--- src/rtl/limn2600_defs.sv ---
// rtl/limn2600_defs.sv - shared FSM states, port IDs and grant helper for the memory arbiter
package limn2600_defs;

  typedef enum logic [1:0] {
    ST_IDLE  = 2'd0,
    ST_ISSUE = 2'd1,
    ST_WAIT  = 2'd2
  } state_t;

  localparam logic PORT_I = 1'b0;
  localparam logic PORT_D = 1'b1;

  function automatic logic [1:0] port_mask(input logic port);
    return port ? 2'b10 : 2'b01;
  endfunction

endpackage

--- src/rtl/limn2600_rr_arb2.sv ---
// rtl/limn2600_rr_arb2.sv - two-requester round-robin arbiter, one-hot grant
module limn2600_rr_arb2
  import limn2600_defs::*;
(
  input  logic       clk,
  input  logic       rst,
  input  logic [1:0] i_req,
  input  logic       i_accept,
  output logic [1:0] o_gnt
);

  logic r_last;

  // On a tie the port that did not win last time gets the grant.
  always_comb begin
    o_gnt = i_req;
    if (i_req == 2'b11) begin
      o_gnt = port_mask(~r_last);
    end
  end

  always_ff @(posedge clk or negedge rst) begin
    if (!rst) begin
      r_last <= PORT_D;
    end else if (i_accept) begin
      r_last <= (o_gnt == port_mask(PORT_D)) ? PORT_D : PORT_I;
    end
  end

endmodule

--- src/rtl/limn2600_mem_arbiter.sv ---
// rtl/limn2600_mem_arbiter.sv - fetch/data port arbiter onto a single-transaction SRAM bus with timeout
module limn2600_mem_arbiter
  import limn2600_defs::*;
#(
  parameter int DATA_WIDTH = 32,
  parameter int TIMEOUT    = 15
) (
  input  logic                  clk,
  input  logic                  rst,
  input  logic                  i_req,
  input  logic [31:0]           i_addr,
  output logic                  i_done,
  output logic [DATA_WIDTH-1:0] i_rdata,
  input  logic                  d_req,
  input  logic                  d_we,
  input  logic [31:0]           d_addr,
  input  logic [DATA_WIDTH-1:0] d_wdata,
  output logic                  d_done,
  output logic [DATA_WIDTH-1:0] d_rdata,
  output logic                  err,
  output logic                  mem_cs,
  output logic                  mem_we,
  output logic [31:0]           mem_addr,
  output logic [DATA_WIDTH-1:0] mem_wdata,
  input  logic                  mem_rdy,
  input  logic [DATA_WIDTH-1:0] mem_rdata
);

  localparam int CW = (TIMEOUT > 1) ? $clog2(TIMEOUT) : 1;

  state_t                r_state;
  logic                  r_port;
  logic                  r_we;
  logic [31:0]           r_addr;
  logic [DATA_WIDTH-1:0] r_wdata;
  logic [CW-1:0]         r_cnt;
  logic                  r_mem_cs;
  logic                  r_mem_we;
  logic                  r_i_done;
  logic                  r_d_done;
  logic                  r_err;
  logic [DATA_WIDTH-1:0] r_i_rdata;
  logic [DATA_WIDTH-1:0] r_d_rdata;

  logic [1:0]            w_mask;
  logic [1:0]            w_elig;
  logic [1:0]            w_gnt;
  logic                  w_accept;
  logic                  w_sel_d;
  logic                  w_finish;
  logic [DATA_WIDTH-1:0] w_rdata_cap;

  // The port whose done is pulsing right now may not re-win in the same cycle.
  assign w_mask      = (r_i_done | r_d_done) ? port_mask(r_port) : 2'b00;
  assign w_elig      = {d_req, i_req} & ~w_mask;
  assign w_accept    = (r_state == ST_IDLE) && (w_elig != 2'b00);
  assign w_sel_d     = (w_gnt == port_mask(PORT_D));
  assign w_finish    = mem_rdy || (r_cnt == CW'(TIMEOUT - 1));
  assign w_rdata_cap = (mem_rdy && !r_we) ? mem_rdata : '0;

  limn2600_rr_arb2 u_arb (
    .clk      (clk),
    .rst      (rst),
    .i_req    (w_elig),
    .i_accept (w_accept),
    .o_gnt    (w_gnt)
  );

  always_ff @(posedge clk or negedge rst) begin
    if (!rst) begin
      r_state   <= ST_IDLE;
      r_port    <= PORT_I;
      r_we      <= 1'b0;
      r_addr    <= '0;
      r_wdata   <= '0;
      r_cnt     <= '0;
      r_mem_cs  <= 1'b0;
      r_mem_we  <= 1'b0;
      r_i_done  <= 1'b0;
      r_d_done  <= 1'b0;
      r_err     <= 1'b0;
      r_i_rdata <= '0;
      r_d_rdata <= '0;
    end else begin
      r_mem_cs  <= 1'b0;
      r_mem_we  <= 1'b0;
      r_i_done  <= 1'b0;
      r_d_done  <= 1'b0;
      r_err     <= 1'b0;
      r_i_rdata <= '0;
      r_d_rdata <= '0;
      case (r_state)
        ST_IDLE: begin
          if (w_accept) begin
            r_port   <= w_sel_d ? PORT_D : PORT_I;
            r_we     <= w_sel_d & d_we;
            r_addr   <= w_sel_d ? d_addr : i_addr;
            r_wdata  <= w_sel_d ? d_wdata : '0;
            r_mem_cs <= 1'b1;
            r_mem_we <= w_sel_d & d_we;
            r_state  <= ST_ISSUE;
          end
        end
        ST_ISSUE: begin
          r_cnt   <= '0;
          r_state <= ST_WAIT;
        end
        ST_WAIT: begin
          // A timeout completes like a normal access but with err set and zero data.
          if (w_finish) begin
            r_state <= ST_IDLE;
            r_err   <= ~mem_rdy;
            if (r_port == PORT_D) begin
              r_d_done  <= 1'b1;
              r_d_rdata <= w_rdata_cap;
            end else begin
              r_i_done  <= 1'b1;
              r_i_rdata <= w_rdata_cap;
            end
          end else begin
            r_cnt <= r_cnt + 1'b1;
          end
        end
        default: r_state <= ST_IDLE;
      endcase
    end
  end

  assign mem_cs    = r_mem_cs;
  assign mem_we    = r_mem_we;
  assign mem_addr  = r_addr;
  assign mem_wdata = r_wdata;
  assign i_done    = r_i_done;
  assign d_done    = r_d_done;
  assign err       = r_err;
  assign i_rdata   = r_i_rdata;
  assign d_rdata   = r_d_rdata;

endmodule
--- config.mk ---
export PLATFORM = sky130hd
export DESIGN_NAME = limn2600_mem_arbiter
export DESIGN_NICKNAME = d
export VERILOG_FILES = /design/src/rtl/limn2600_defs.sv /design/src/rtl/limn2600_rr_arb2.sv /design/src/rtl/limn2600_mem_arbiter.sv
export SDC_FILE = /design/constraint.sdc
export NUM_CORES = 1
export LEC_CHECK = 0
export CAP_MARGIN = 10
export CORE_MARGIN = 4
export CORE_UTILIZATION = 41
export DETAILED_ROUTE_END_ITERATION = 8
export GPL_TIMING_DRIVEN = 0
export MAX_ROUTING_LAYER = met4
export PLACE_DENSITY = 0.8
export REMOVE_ABC_BUFFERS = 1
export SLEW_MARGIN = 20
export SYNTH_ARGS = -nofsm -noshare
export SYNTH_HDL_FRONTEND = slang
export SYNTH_HIERARCHICAL = 1
export SYNTH_SLANG_ARGS = --single-unit
--- constraint.sdc ---
create_clock -name clk -period 2.9 [get_ports clk]
set_input_delay 0.87 -clock clk [delete_from_list [all_inputs] [get_ports clk]]
set_output_delay 0.87 -clock clk [all_outputs]
set_load 0.05 [all_outputs]
# After elaboration in Yosys (flattened, before gate mapping)
# Index checks and enable logic that the tools add are counted.
totals:
  reg_bits: 142
  input_bits: 134
  out_inout_bits: 133
  word_cells: 69
op_classes:
  addsub: 1
  n_eq_ne: 8
  muxes: 31
  bitwise: 5
  reduce_logical: 10
op_table:
  columns: ["op", "count"]
  rows:
  - ["32-bit two-way mux", 9]
  - ["1-bit two-way mux", 13]
  - ["2-bit two-way mux", 6]
  - ["4-bit one-hot mux with 2 select lines", 1]
  - ["2-bit equality test, second input constant", 3]
  - ["2-bit one-hot mux with 3 select lines", 1]
  - ["2-bit AND reduction", 3]
  - ["4-bit by 1-bit adder with 4-bit output, second input constant", 1]
  - ["4-bit equality test, second input constant", 1]
  - ["4-bit two-way mux", 1]
  - ["2-bit != test, second input constant", 2]
  - ["2-bit nonzero test", 2]
  - ["2-bit bitwise AND", 1]
  - ["2-bit by 1-bit equality test with 1-bit output, second input constant", 1]
  - ["1-bit logical AND", 2]
  - ["2-bit logical NOT", 1]
  - ["2-bit by 1-bit != test with 1-bit output, second input constant", 1]
  - ["2-bit NOT", 1]
  - ["1-bit bitwise AND", 1]
  - ["1-bit logical NOT", 1]
  - ["1-bit logical OR", 1]
  - ["1-bit NOT", 1]
  - ["1-bit bitwise OR", 1]

# Longest topological paths before layout
# Gate-level depths: netlist (run 1).
logic_depth:
  depth_word: 10
  depth_mapped: 8
  depth_no_buf: 6

# Hierarchy
# Netlist (run 1), hierarchy kept.
modules_own_cells:
  columns: ["module", "instances", "cells_each", "area_per_inst_um2", "seq_area_each_um2"]
  rows:
  - ["limn2600_mem_arbiter", 1, 428, 5599.1, 3528.4]
  - ["limn2600_rr_arb2", 1, 5, 63.8, 26.3]

# Least setup slack after synthesis (run 1)
# Ideal clock, no wire load.
synth_timing:
  kind: "register to register"
  start: "register r_d_done, in the netlist d_done"
  end: "register r_addr[8], in the netlist mem_addr[8]"
  setup_ns: 0.128
  t_arrival_ns: 2.532
  required_ns: 2.772
  path_slack_ns: 0.240
  path_stages_with_launch: 8
  path_buffers: 1
  period_less_slack_ns: 2.660
  cell_sequence: "dfrtp_1 or2_2 a21boi_0 a21boi_2 nor2b_1 clkbuf_1 mux2_2 mux2_1"
synth_between:
  elab_chain_len: 8
  elab_cells_between_ends: 11
  cone_classes: "2 x eq/ne; 3 x mux; 3 x bitwise; 3 x reduce/logical"
synth_lines:
  columns: ["element", "line_no", "rtl"]
  rows:
  - ["start, declared", "limn2600_mem_arbiter.sv:40", "logic r_d_done;"]
  - ["start signal, assigned", "limn2600_mem_arbiter.sv:80", "r_d_done <= 1'b0;"]
  - ["start signal, assigned", "limn2600_mem_arbiter.sv:88", "r_d_done <= 1'b0;"]
  - ["start signal, assigned", "limn2600_mem_arbiter.sv:114", "r_d_done <= 1'b1;"]
  - ["1-bit bitwise OR *", "limn2600_mem_arbiter.sv:54", "assign w_mask = (r_i_done | r_d_done) ? port_mask(r_port) : 2'b00;"]
  - ["2-bit two-way mux *", "limn2600_mem_arbiter.sv:54", null]
  - ["2-bit NOT *", "limn2600_mem_arbiter.sv:55", "assign w_elig = {d_req, i_req} & ~w_mask;"]
  - ["2-bit bitwise AND *", "limn2600_mem_arbiter.sv:55", null]
  - ["via w_elig[1]", "limn2600_mem_arbiter.sv:46", "logic [1:0] w_elig;"]
  - ["2-bit equality test", "limn2600_rr_arb2.sv:17", "if (i_req == 2'b11) begin"]
  - ["2-bit two-way mux *", "limn2600_rr_arb2.sv:17", null]
  - ["via w_gnt[1]", "limn2600_mem_arbiter.sv:47", "logic [1:0] w_gnt;"]
  - ["2-bit equality test *", "limn2600_mem_arbiter.sv:57", "assign w_sel_d = (w_gnt == port_mask(PORT_D));"]
  - ["32-bit two-way mux *", "limn2600_mem_arbiter.sv:97", "r_addr <= w_sel_d ? d_addr : i_addr;"]
  - ["end signal, assigned", "limn2600_mem_arbiter.sv:97", null]
  - ["end, declared", "limn2600_mem_arbiter.sv:34", "logic [31:0] r_addr;"]
# The timed path passes the listed nets; every way through them passes the cells marked *.
# A chain may end at the register's enable or synchronous reset.

# Final worst setup path (run 1)
layout_timing:
  start: "input port d_req"
  end: "register r_addr[8], in the netlist mem_addr[8]"
layout_between:
  elab_chain_len: 5
  elab_cells_between_ends: 8
  cone_classes: "2 x eq/ne; 2 x mux; 1 x bitwise; 3 x reduce/logical"
layout_lines:
  columns: ["element", "line_no", "rtl"]
  rows:
  - ["start, declared", "limn2600_mem_arbiter.sv:14", "input logic d_req,"]
  - ["2-bit bitwise AND *", "limn2600_mem_arbiter.sv:55", null]
  - ["via w_elig[1]", "limn2600_mem_arbiter.sv:46", null]
  - ["2-bit equality test", "limn2600_rr_arb2.sv:17", null]
  - ["2-bit two-way mux *", "limn2600_rr_arb2.sv:17", null]
  - ["via w_gnt[1]", "limn2600_mem_arbiter.sv:47", null]
  - ["2-bit equality test *", "limn2600_mem_arbiter.sv:57", null]
  - ["32-bit two-way mux *", "limn2600_mem_arbiter.sv:97", null]
# Marks and branches as above.

==> results of run 1 <==
==> layer usage <==
layer,wire (um),vias up
met1,5694,2044
met2,7880,191
met4,244,0
met5,0,-
li1,-,1977
met3,1788,20
==> state kept, by name (all words and copies together), names as in the netlist, 2 cells and up <==
name       count
i_rdata       32
mem_addr      32
d_rdata       32
mem_wdata     32
r_state        2
r_cnt          4
==> worst register-to-register path, delay by kind of cell (launching register included) <==
family	cells	cell delay, ps
AND/OR/NAND/NOR	2	550
multiplexers	2	650
AO/OA/AOI/OAI	2	440
buffers and inverters	2	420
flip-flops	1	370
==> Yosys cell counts, drive strengths merged (3+ instances only) <==
master	number
inv	38
nand3	3
dfrtp	141
and2	64
clkbuf	13
nand2	36
nor2	4
mux2	66
a21boi	4
buf	7
mux2i	36
==> final timing paths <==
| check | from | endpoint | slack (ps) | depth (start not counted) |
|---|---|---|---|---|
| hold reg to reg | mem_addr[8]$_DFFE_PN0P_ | mem_addr[8]$_DFFE_PN0P_ | 500 | 1 |
| hold / removal | rst | i_rdata[23]$_DFF_PN0_ | 390 | 1 |
| max in group asynchronous | rst | mem_addr[27]$_DFFE_PN0P_ | 1750 | 2 |
| min in group clk | mem_addr[8]$_DFFE_PN0P_ | mem_addr[8]$_DFFE_PN0P_ | 500 | 1 |
| setup / recovery | d_req | mem_addr[8]$_DFFE_PN0P_ | 110 | 8 |
| setup reg to reg | d_done$_DFF_PN0_ | mem_addr[8]$_DFFE_PN0P_ | 360 | 8 |
==> cells by family (layout without fill, tap and decap cells) <==
group                      Yosys count  in the layout  share of synthesized area, %
adders and majority gates            2              2                        0.4418
AOI/OAI and AO/OA                   11             11                         1.834
DFF                                142            142                         62.77
muxes                              102            102                         19.55
buffers and inverters               58            354                         4.132
and+or+nand+nor                    118            118                         11.27
==> repair_timing <==
action,in CTS,in global routing
cloned,0,0
endpoints found under the setup margin,22,5
pin swaps,1,0
buffers inserted,2,0
==> final cells by class <==
type / instances / area share, %
clock inverter: 14 / 1.982
multi-input combinational: 233 / 20.41
inverter: 38 / 1.537
timing repair buffer: 284 / 30.77
sequential: 142 / 38.30
tap: 176 / 2.373
clock buffer: 18 / 4.625
==> where the power goes <==
group          total [uW]  internal (uW)  switching [uW]
sequential           2900           2570             324
clock                2240           1370             868
combinational        4820           1870            2960
==> metrics by stage <==
step	cells	setup WS [ps]	utilization [%]	total power [uW]	hold WS [ps]
floorplan	413	-1842	-	6015	480.8
global placement	855	-4487	63.09	7661	473.7
detailed placement	872	-800.5	64.62	7789	484.5
CTS	906	11.47	69.31	10080	391.9
global route	905	1.067	69.25	10420	408.0
finish	905	114.8	69.25	9956	389.4
==> results.sh, run 1 <==
export IMPL_cp_top_family="buffers and inverters"
export IMPL_tns_ps=0
export IMPL_cp_arrival_ps=3080
export IMPL_clock_latency_ps=420
export IMPL_clockBufferDepth=2
export IMPL_cts_buffers=17
export IMPL_cp_cell_sequence="clkdlybuf4s50_1, a21boi_0, a21boi_2, nor2b_4, buf_16, buf_12, mux2_2, mux2_1"
export IMPL_finalCritPeriodShare_pct=96.04
export IMPL_post_cts_resized=0
export IMPL_placed_cell_area_um2=8660
export IMPL_vias=4232
export IMPL_setup_viol=0
export IMPL_die_h_um=125.5
export IMPL_path_class="in2reg"
export IMPL_gp_congestion=0.8432
export IMPL_ys_ff_latch=142
export IMPL_rsz0062_at_grt="no"
export IMPL_cts_tree="built"
export IMPL_ir_drop_uv=592.3
export IMPL_ys_seq_area_share_pct=62.77
export IMPL_fillers=926
export IMPL_synth_top_area_share_pct=62.31
export IMPL_track_usage_pct=20.98
export IMPL_clk_pin_slew_worst_paths_ps=60
export IMPL_max_cap_violations=0
export IMPL_area_growth_pct=63.88
export IMPL_crit_path_start_kind="input port"
export IMPL_multi_input_area_um2=1894
export IMPL_netlist_area_um2=5663
export IMPL_initial_core_util_pct=42.26
export IMPL_synth_avg_cell_area_um2=13.08
export IMPL_final_cell_area_um2=9280
export IMPL_port_buffers=266
export IMPL_ys_warn_count=6
export IMPL_busiest_layer="met2"
export IMPL_num_rows=42
export IMPL_hold_viol=0
export IMPL_hold_buffers=0
export IMPL_p_per_area_nw_per_um2=1073
export IMPL_gr_usage_met3_pct=10.15
export IMPL_hold_path_class="in2async"
export IMPL_drc=0
export IMPL_p_leak_uw=0.004093
export IMPL_regArea_um2=3555
export IMPL_h_tree_depth=4
export IMPL_slowest_delay_ps=500
export IMPL_grt_pass1_wl_um=25100
export IMPL_grtUsageMet2_pct=35.18
export IMPL_crit_required_ps=3190
export IMPL_mostFrequentLayoutCell="clkdlybuf4s50_1"
export IMPL_met1_usage_pct=21.86
export IMPL_clock_fmax_mhz=359.0
export IMPL_vias_per_cell=4.676
export IMPL_first_global_vias=4771
export IMPL_dieArea_um2=15760
export IMPL_ant_nets=0
export IMPL_pin_count=267
export IMPL_routed_wl_um=15610
export IMPL_yosys_most_used_dff="dfrtp_1"
export IMPL_core_um2=13400
export IMPL_drtIter0Drc=240
export IMPL_slew_viol_final=0
export IMPL_yosysTopAreaCell="dfrtp_1"
export IMPL_slowest_stage="clkdlybuf4s50_1"
export IMPL_antenna_cells=0
export IMPL_async_reset_ff_share_pct=100.0
export IMPL_cts_root_buf="clkbuf_16"
export IMPL_antenna_found_initial=0
export IMPL_final_cell_mix="265 x clkdlybuf4s50_1, 141 x dfrtp_1, 64 x and2_1, 64 x mux2_2, 38 x inv_1"
export IMPL_first_pass_iters=4
export IMPL_tightest_slew_ps=611.6
export IMPL_fin_crit_ps=2785
export IMPL_crit_fanout=29
export IMPL_synth_area_top_cells="dfrtp_1 62%, mux2_2 13%, and2_1 7.1%, mux2i_1 6.4%, inv_1 2.5%"
export IMPL_grt_max_degree=81
export IMPL_avgRoutedWirePerCell_um=17.25
export IMPL_skew_ps=7.566
export IMPL_numClockSinks=142
export IMPL_synth_edf_count=0
export IMPL_ys_types=31
export IMPL_cp_end_kind="flop"
export IMPL_nets=852
export IMPL_die_w_um=125.5
export IMPL_status="finished clean"
export IMPL_slew_limit_headroom_pct=59.10
export IMPL_dp_hpwl_um=11820
export IMPL_grt_overflow_total=0
export IMPL_drive_gt1_share_pct=16.87
export IMPL_synth_cells=433
export IMPL_critical_path_buf_inv_count=3
Power figures use the tool's default switching activity.
==> run 2: changes to the inputs <==
Settings changed: ABC_CLOCK_PERIOD_IN_PS set to 2700.
Clock period 2.9 ns to 2.7 ns, I/O delays scaled along.
==> run 2 against run 1 <==
  * Clock power rose by 8%
  * Largest power group unchanged
  * Final cell count rose by 0.22%
  * Power rose by 7.8%
  * Critical endpoint is now mem_addr[18]$_DFFE_PN0P_
==> results.sh, run 2 (synthesis results as in run 1) <==
export IMPL_clk_pin_slew_worst_paths_ps=60
export IMPL_met1_usage_pct=21.84
export IMPL_antenna_found_initial=0
export IMPL_p_leak_uw=0.004102
export IMPL_cts_buffers=17
export IMPL_area_growth_pct=64.05
export IMPL_slew_viol_final=0
export IMPL_p_total_uw=10730
export IMPL_pin_count=267
export IMPL_die_h_um=125.5
export IMPL_avgRoutedWirePerCell_um=17.25
export IMPL_tns_ps=0
export IMPL_tightest_slew_ps=607.8
export IMPL_vias_per_cell=4.681
export IMPL_drc=0
export IMPL_numClockSinks=142
export IMPL_slew_limit_headroom_pct=59.35
export IMPL_ir_drop_uv=636.4
export IMPL_dieArea_um2=15760
export IMPL_crit_fanout=18
export IMPL_rrSetupSlack_ps=310
export IMPL_core_um2=13400
export IMPL_crit_path_start_kind="input port"
export IMPL_max_cap_violations=0
export IMPL_fin_crit_ps=2610
export IMPL_clock_fmax_mhz=383.2
export IMPL_grt_overflow_total=0
export IMPL_cts_tree="built"
export IMPL_hold_slack_ps=327.8
export IMPL_mostFrequentLayoutCell="clkdlybuf4s50_1"
export IMPL_antenna_cells=0
export IMPL_nets=854
export IMPL_grtUsageMet2_pct=35.18
export IMPL_num_rows=42
export IMPL_busiest_layer="met2"
export IMPL_grt_max_degree=81
export IMPL_cp_end_kind="flop"
export IMPL_first_pass_iters=5
export IMPL_drive_gt1_share_pct=17.10
export IMPL_initial_core_util_pct=42.26
export IMPL_track_usage_pct=20.97
export IMPL_cp_arrival_ps=2910
export IMPL_first_global_vias=4772
export IMPL_die_w_um=125.5
export IMPL_clockBufferDepth=2
export IMPL_crit_required_ps=3000
export IMPL_routed_wl_um=15650
export IMPL_fillers=927
export IMPL_finalCritPeriodShare_pct=96.66
export IMPL_vias=4246
export IMPL_final_cell_area_um2=9290
export IMPL_hold_path_class="in2async"
export IMPL_drtIter0Drc=235
export IMPL_status="finished clean"
export IMPL_placed_cell_area_um2=8660
export IMPL_hold_buffers=0
export IMPL_skew_ps=8.035
export IMPL_port_buffers=266
export IMPL_path_class="in2reg"
export IMPL_setup_viol=0
export IMPL_gr_usage_met3_pct=10.15
export IMPL_p_per_area_nw_per_um2=1155
export IMPL_dp_hpwl_um=11820
export IMPL_hold_viol=0
export IMPL_ff2ff_path_depth=7
export IMPL_final_cell_mix="265 x clkdlybuf4s50_1, 141 x dfrtp_1, 64 x and2_1, 64 x mux2_2, 38 x inv_1"
export IMPL_ant_nets=0
export IMPL_rr_endpoint="mem_addr[8]$_DFFE_PN0P_"
export IMPL_h_tree_depth=4
export IMPL_clock_latency_ps=420
export IMPL_r2r_start="d_done$_DFF_PN0_"
export IMPL_grt_pass1_wl_um=25100
export IMPL_cts_root_buf="clkbuf_16"
export IMPL_gp_congestion=0.8432
run 2: cell count changes in the layout (fill, tap and decap cells not counted):
cell      change
a21boi_1      +2
buf_8         +1
buf_4         +2
buf_12        -1
a21boi_0      -2
run 2: timing repair:
action | 4_1_cts | 5_1_grt
setup endpoints to repair | 35 | 15
buffers inserted | 2 | 3
pin swaps | 1 | 0
gates resized for setup | 1 | 3
run 2: how the worst max path moves through the flow:
stage                startpoint                        to  slack, ps  cells after the start
4_1_cts                   i_req   mem_addr[8]$_DFFE_PN0P_          8                      8
2_1_floorplan  d_done$_DFF_PN0_   mem_addr[8]$_DFFE_PN0P_      -2040                      6
3_5_place_dp              d_req  mem_addr[18]$_DFFE_PN0P_       -940                      9
5_1_grt                   i_req  mem_addr[18]$_DFFE_PN0P_         -3                      8
6_report                  i_req  mem_addr[18]$_DFFE_PN0P_         90                      8
3_3_place_gp                rst   mem_addr[8]$_DFFE_PN0P_      -4630                      1
run 2: final cells by class:
type,instances,area [um^2],area share [%]
Tap cell,176,220.2,2.370
Clock buffer,18,429.2,4.620
Clock inverter,14,183.9,1.980
Inverter,38,142.6,1.535
Timing Repair Buffer,286,2865,30.84
Sequential cell,142,3555,38.26
Multi-Input combinational cell,233,1894,20.39
run 2: where the power goes:
| group | total, uW | internal (uW) | switching [uW] |
|---|---|---|---|
| clock network | 2410 | 1470 | 935 |
| logic | 5210 | 2030 | 3190 |
| registers | 3110 | 2760 | 349 |
run 2: routing by layer:
metal / up-vias / wire (um)
met5: - / 0
met4: 0 / 236
met3: 19 / 1797
met2: 189 / 7903
met1: 2055 / 5709
li1: 1983 / -
run 2: worst max-delay path, stage by stage:
cell and delay, ps:
clkdlybuf4s50_1 500, mux2i_1 130, a2111oi_4 340, buf_4 210, buf_8 200, buf_6 190, buf_6 170, mux2_2 340
run 2: per-stage QoR:
stage | util [%] | std cells | setup WS, ps
3_5_place_dp | 64.62 | 872 | -940.5
2_1_floorplan | - | 413 | -2042
6_report | 69.33 | 907 | 90.14
4_1_cts | 69.25 | 905 | 7.662
3_3_place_gp | 63.09 | 855 | -4627
5_1_grt | 69.33 | 907 | -3.401
